==> config.mk <==
export PLATFORM = sky130hd
export DESIGN_NAME = piece_queue
export DESIGN_NICKNAME = d
export VERILOG_FILES = /design/src/rtl/piece_queue.sv
export SDC_FILE = /design/constraint.sdc
export NUM_CORES = 1
export LEC_CHECK = 0
export BUFFER_PORTS_ARGS = -buffer_cell sky130_fd_sc_hd__buf_2
export CORE_UTILIZATION = 56
export CTS_CLUSTER_SIZE = 14
export DETAILED_ROUTE_END_ITERATION = 12
export PLACE_DENSITY_LB_ADDON = 0.08
export SLEW_MARGIN = 20
export SYNTH_ARGS = -nofsm -noshare
export SYNTH_HDL_FRONTEND = slang
export SYNTH_SLANG_ARGS = --single-unit
export TNS_END_PERCENT = 30
==> constraint.sdc <==
create_clock -name clk -period 3.5 [get_ports clk]
set_input_delay 0.7 -clock clk [delete_from_list [all_inputs] [get_ports clk]]
set_output_delay 0.7 -clock clk [all_outputs]
set_load 0.02 [all_outputs]
==> src/rtl/piece_queue.sv <==
// ---------------------------------------------------------------------------
// piece_queue
//   Next-piece dispenser sitting behind the 7-piece bag collector. Completed
//   bags are appended to a shift-register FIFO of 3-bit pieces; the head and
//   a short look-ahead window are exported straight from the slot registers.
//   A one-cycle registered newbag pulse tells the collector to start over.
//
// Ports
//   clk          in   1          clock, rising edge
//   nreset       in   1          asynchronous active-low reset
//   bag_done     in   1          collector holds a complete bag
//   bag_in       in   21         packed bag, bits[3i+2:3i] = i-th piece
//   newbag       out  1          one-cycle registered pulse after a load
//   pop          in   1          consumer takes the head piece this cycle
//   piece_valid  out  1          head holds a real piece
//   piece        out  3          head of queue, 3'b111 when empty
//   preview      out  3*PREVIEW  [3k+2:3k] = slot k+1, 3'b111 when empty
//   count        out  CW         pieces currently buffered
// ---------------------------------------------------------------------------
module piece_queue #(
    parameter int DEPTH   = 14,
    parameter int PREVIEW = 3,
    localparam int CW     = $clog2(DEPTH + 1)
) (
    input  logic                   clk,
    input  logic                   nreset,
    input  logic                   bag_done,
    input  logic [20:0]            bag_in,
    output logic                   newbag,
    input  logic                   pop,
    output logic                   piece_valid,
    output logic [2:0]             piece,
    output logic [3*PREVIEW-1:0]   preview,
    output logic [CW-1:0]          count
);

    localparam logic [2:0] EMPTY = 3'b111;

    typedef enum logic {IDLE, CLEAR} state_t;

    state_t     state, state_nx;
    logic [2:0] s    [DEPTH];
    logic [2:0] s_nx [DEPTH];
    logic [CW-1:0] cnt_nx;
    logic [CW-1:0] base;
    logic          nb_nx;
    logic          do_pop;
    logic          do_load;

    // Extract piece idx of the packed bag using only constant slices.
    function automatic logic [2:0] bag_piece(input logic [20:0] bag, input int idx);
        logic [2:0] r;
        r = EMPTY;
        for (int i = 0; i < 7; i++) begin
            if (i == idx) r = bag[3*i +: 3];
        end
        return r;
    endfunction

    always_comb begin
        s_nx     = s;
        cnt_nx   = count;
        state_nx = state;
        nb_nx    = 1'b0;
        base     = count;

        do_pop  = pop && (count != '0);
        // Room check uses the pre-pop count, so a pop never enables a load
        // in the same cycle.
        do_load = (state == IDLE) && bag_done && (count <= CW'(DEPTH - 7));

        if (do_pop) begin
            for (int j = 0; j < DEPTH - 1; j++) begin
                s_nx[j] = s[j+1];
            end
            s_nx[DEPTH-1] = EMPTY;
            cnt_nx        = count - CW'(1);
            base          = count - CW'(1);
        end

        // Append after the shift so a simultaneous pop and load lands the bag
        // right behind the surviving pieces.
        if (do_load) begin
            for (int j = 0; j < DEPTH; j++) begin
                if ((j >= int'(base)) && (j < int'(base) + 7)) begin
                    s_nx[j] = bag_piece(bag_in, j - int'(base));
                end
            end
            cnt_nx = cnt_nx + CW'(7);
            nb_nx  = 1'b1;
        end

        case (state)
            IDLE:    if (do_load) state_nx = CLEAR;
            // Stay here while the collector still reports done so a stale
            // bag can never be taken twice.
            CLEAR:   if (!bag_done) state_nx = IDLE;
            default: state_nx = IDLE;
        endcase
    end

    always_ff @(posedge clk or negedge nreset) begin
        if (!nreset) begin
            state  <= IDLE;
            count  <= '0;
            newbag <= 1'b0;
            for (int j = 0; j < DEPTH; j++) begin
                s[j] <= EMPTY;
            end
        end else begin
            state  <= state_nx;
            count  <= cnt_nx;
            newbag <= nb_nx;
            for (int j = 0; j < DEPTH; j++) begin
                s[j] <= s_nx[j];
            end
        end
    end

    assign piece       = s[0];
    assign piece_valid = (count != '0);

    for (genvar k = 0; k < PREVIEW; k++) begin : g_preview
        assign preview[3*k +: 3] = s[k+1];
    end

endmodule
Word level (Yosys, flattened, before mapping)
Cells that the tools add are included.
{"block": "classes", "n_bitwise": 1, "n_reduce_logical": 32, "magnitude_cmp": 29, "n_mux": 119, "add_sub_neg": 17, "eq_ne": 84}
{"cell": "$logic_not 32->1", "n": 14}
{"cell": "$mux 3", "n": 112}
{"cell": "$eq 4x5->1 const A", "n": 42}
{"cell": "$lt 5x32->1 const A", "n": 5}
{"cell": "$eq 3x5->1 const A", "n": 28}
{"cell": "$lt 4x32->1 const A", "n": 4}
{"cell": "$mux 42", "n": 2}
{"cell": "$eq 2x5->1 const A", "n": 14}
{"cell": "$lt 3x32->1 const A", "n": 2}
{"cell": "$lt 1x32->1 const A", "n": 1}
{"cell": "$lt 2x32->1 const A", "n": 1}
{"cell": "$sub 4x4->5 const A", "n": 6}
{"cell": "$ge 4x4->1 const A", "n": 6}
{"cell": "$sub 3x4->5 const A", "n": 4}
{"cell": "$logic_and 1x1->1", "n": 17}
{"cell": "$ge 3x4->1 const A", "n": 4}
{"cell": "$sub 1x4->5 const A", "n": 2}
{"cell": "$sub 2x4->5 const A", "n": 2}
{"cell": "$ge 1x4->1 const A", "n": 2}
{"cell": "$ge 2x4->1 const A", "n": 2}
{"cell": "$mux 4", "n": 2}
{"cell": "$add 4x3->5 const B", "n": 1}
{"cell": "$lt 4x5->1 const A", "n": 1}
{"cell": "$add 4x3->4 const B", "n": 1}
{"cell": "other kinds (6)", "n": 7}
{"block": "word_totals", "wordCells": 299, "out_inout_bits": 18, "reg_bits": 48, "inputBits": 25}

Logic depth before layout (Yosys ltp)
{"block": "depth", "word_depth": 14, "mapped_depth": 19, "depth_no_buf": 16}

Worst setup path before layout
No wires, ideal clock.
{"block": "synth_timing", "kind": "register to register", "start": "register count[0]", "end": "register s (netlist bit piece[2])", "setup_ns": 0.077, "slack_ns": -0.565, "arrival_time_ns": 3.988, "required_ns": 3.423, "path_stages_with_launch": 18, "path_cell_list": "dfrtp_1 buf_6 inv_1 ha_1 buf_6 nor3b_2 inv_1 nand2_1 nor2_1 a21oi_1 ha_1 clkinv_1 nor3_1 nand2_2 or3_1 nor2_1 a21oi_1 a21o_1"}
{"element": "from (decl)", "line": "34", "source": "output logic [CW-1:0] count"}
{"element": "from (signal assigned)", "line": "112", "source": "count <= cnt_nx;"}
{"element": "to (signal, indexed assignment)", "line": "115", "source": "s[j] <= s_nx[j];"}
{"element": "to (decl)", "line": "42", "source": "logic [2:0] s [DEPTH];"}

==> summary.txt <==
Yosys
  • Mux contribution to synthesized area: under 10%
  • Post-Syn Area per Cell: 7.58 um2
  • Yosys warning count: 0
  • Sequential-to-total area share from yosys stat: between 20% and 30%
  • Synth cell types: 81
  • Combinational family with the most area after synthesis: compound AO/OA/AOI/OAI gates
  • Post-Synth XOR/XNOR Area: ~1.0%
  • Synth Net Count: roughly 710
  • Synth Area in Simple Gates: a little over a fifth
  • Compound-Gate Fraction of Synth Area: roughly a third
  • Cell Area, Synth: 0.00501 mm2
  • Post-synth ARST share: 100%
  • Post-Synth Adder-Cell Area: 4.74%
  • Ys flop type: dfstp_2
  • Syn Inst Count: between 600 and 700
  • FF+latch count, synth: 48
  • Number of synthesized flops with an enable pin: 0

Placement
  • Post-DP Area: ~0.0054 mm2
  • Post-Place Cells: 799
  • Gpl congestion: roughly 1.0
  • DP Wirelength: approximately 15000 um
  • PortBufs: 42

Finish
  • NumNets Final: between 700 and 800
  • N_diodes: 0
  • Share of layout cells above drive strength 1: 25.8%
  • Final Cell Area: roughly 0.0056 mm2
  • Fillers: between 800 and 900
  • Multi-input gate area: approximately 0.0034 mm2
  • Fin util: between 60 and 70%
  • Final non-filler cell total: 813
  • P&R area growth vs syn: 12.6%
  • Register area: ~0.0013 mm2

Critical path
  • CP required: approximately 3.7 ns
  • Slowest-stage cell, CP: a21oi_1
  • Max stage delay on crit path: around 0.40 ns
  • Worst endpoint data arrival time: ~3.6 ns
  • Crit-path cells: inv_1 > ha_1 > nor3b_4 > inv_2 > nand2_2 > nor2_1 > a21oi_4 > buf_4 > ha_1 > o2111a_2 > nand3_1 > a21oi_1 > a21oi_1 > a21oi_1 > mux2i_1
  • Top Family by Delay on Critical Path: compound AO/OA/AOI/OAI gates
  • Setup crit start kind: flop
  • Kind of critical path: reg2reg
  • CP Capture Type: flop
  • Most Frequent Cell on Critical Path: a21oi_1
  • Buf+Inv Stages, Crit Path: 3
  • CP max FO: 7

STA
  • RSZ-0062 raised after global routing: yes
  • Slew Viols, Final: 0
  • Hold slack: 0.391 ns
  • Worst-Margin Slew: approximately 0.65 ns
  • Tcrit/Tclk final: between 90% and 100%
  • Min cycle time layout: approximately 3.4 ns
  • Slew Limit Headroom: 56.2%
  • Final Hold Fails: 0
  • Final setup vio count: 0
  • Clock skew: about 0.016 ns
  • Highest Clock Rate: approximately 290 MHz

Floorplanning
  • # rows: 34
  • Core region area: between 0.008 and 0.009 mm2
  • Die X: 96.6 um
  • Die height: between 90 and 100 um
  • IO Pins: 43
  • Starting Density: approximately 58%
  • Die footprint: just over 0.009 mm2

Clock network
  • Clk buf depth: 2
  • CTS H-tree depth: 2
  • CTS Buf Count: 5
  • CTS tree: built
  • Root Driver: clkbuf_8
  • Clk slew on worst S/H paths: 0.10 ns
  • Clock latency at the later pin of the worst-skew pair: between 0.3 and 0.4 ns
  • # clock sinks: between 40 and 50

Drt
  • Detailed-route DRC error count: 0
  • Final wirelength: between 20000 and 25000 um
  • Vias after detailed routing: 5805
  • Post-route ant nets: 0
  • Initial DRC Count: 592
  • Drt first pass iters: 6
  • Vias/cell: ~7.1
  • Wire per inst: between 20 and 25 um

Global routing
  • Global-route wire length before repair: approximately 29000 um
  • Antenna violations before repair: 0
  • Largest net degree at the start of global routing: 49
  • Number of global-route vias before repair: 5189
  • Total track usage: a little over two fifths
  • Gr ovfl total: 0

Run status
  • Status: finished clean

Hold path
  • HP Class: in2async

Run
  • Max-cap violation count: 0
==> layout by cell type (no fill, tap or decap), drive strengths merged, types with 8 or more instances in the layout <==
master	count
a21oi	65
o211ai	11
nand2	84
inv	27
ha	19
o22ai	12
a31oi	17
nand2b	9
a221oi	9
nor3	18
buf	92
nand3	12
a211o	9
a32oi	8
nor2	74
o21ai	46
dfstp	42
mux2i	33
==> repair_timing <==
| action | CTS | global route |
|---|---|---|
| hold buffers | 0 | 0 |
| setup buffers | 0 | 6 |
| gates cloned | 0 | 0 |
| endpoints found under the setup margin | 1 | 36 |
| pin swaps | 0 | 5 |
| gates resized for setup | 1 | 13 |
==> flip-flops by register name (all words and copies together) (netlist names) <==
signal / flops
preview: 9
state: 1
newbag: 1
count: 4
s: 30
piece: 3
==> final cells by class <==
cell class                      count  share of cell area, %
Tap cell                          108                   2.39
Sequential cell                    48                   22.2
Inverter                           29                   2.17
Timing Repair Buffer               92                   10.6
Clock buffer                        6                   1.29
Clock inverter                      2                  0.222
Multi-Input combinational cell    528                   61.1
==> logic make-up after synthesis <==
kind of cell | count (synthesis)
adder cells (fa/ha/maj) | 19
buffers and inverters | 85
multiplexers | 36
AND/OR/NAND/NOR | 231
flip-flops | 48
AO/OA/AOI/OAI | 236
XOR/XNOR | 6
==> final timing paths <==
path | endpoint | startpoint | slack [ns] | cells after the start
worst max register to register | s[28] | count[1] | 0.09 | 15
worst min register to register | s[18] | s[15] | 0.49 | 2
max in group asynchronous | s[19] | nreset | 2.69 | 1
min in group clk | s[18] | s[15] | 0.49 | 2
worst min-delay path | count[1] | nreset | 0.39 | 1
worst max-delay path | s[28] | count[1] | 0.09 | 15
==> metrics by stage <==
step	setup slack, ns	TNS (ns)
3_3_place_gp	0.103	0
3_5_place_dp	-0.0383	-0.0383
5_1_grt	-0.0131	-0.0165
6_report	0.0932	0
2_1_floorplan	0.00226	0
4_1_cts	0.0997	0
==> synth_stat cells, drive strengths merged (5+ instances only) <==
cell,count,share of area [%]
nand2b,9,1.1
dfstp,42,22
nand4,5,0.62
xnor2,6,1.0
ha,19,4.7
a22oi,7,1.0
o21ai,46,4.7
nand2,84,6.4
a32oi,8,1.4
dfrtp,6,3.0
inv,27,2.0
a221oi,9,1.8
buf,28,3.7
and3,5,0.62
a211o,9,1.6
nor3,18,1.9
nor2,74,5.7
clkbuf,28,2.1
o211ai,11,2.1
nand3,12,1.2
o22ai,12,1.5
mux2i,33,6.6
a31oi,17,2.1
a21oi,65,6.5
==> metal layers <==
metal | up-vias | GRT usage [%] | share of wire [%]
met5 | - | 0 | 0
met3 | 123 | 13.6 | 13
met4 | 0 | 23.2 | 6.9
li1 | 2506 | - | -
met2 | 440 | 67.5 | 43
met1 | 2736 | 51.2 | 37
Power is not shown: default switching activity piles up to over one toggle a cycle in this logic, so the estimate is an artifact.
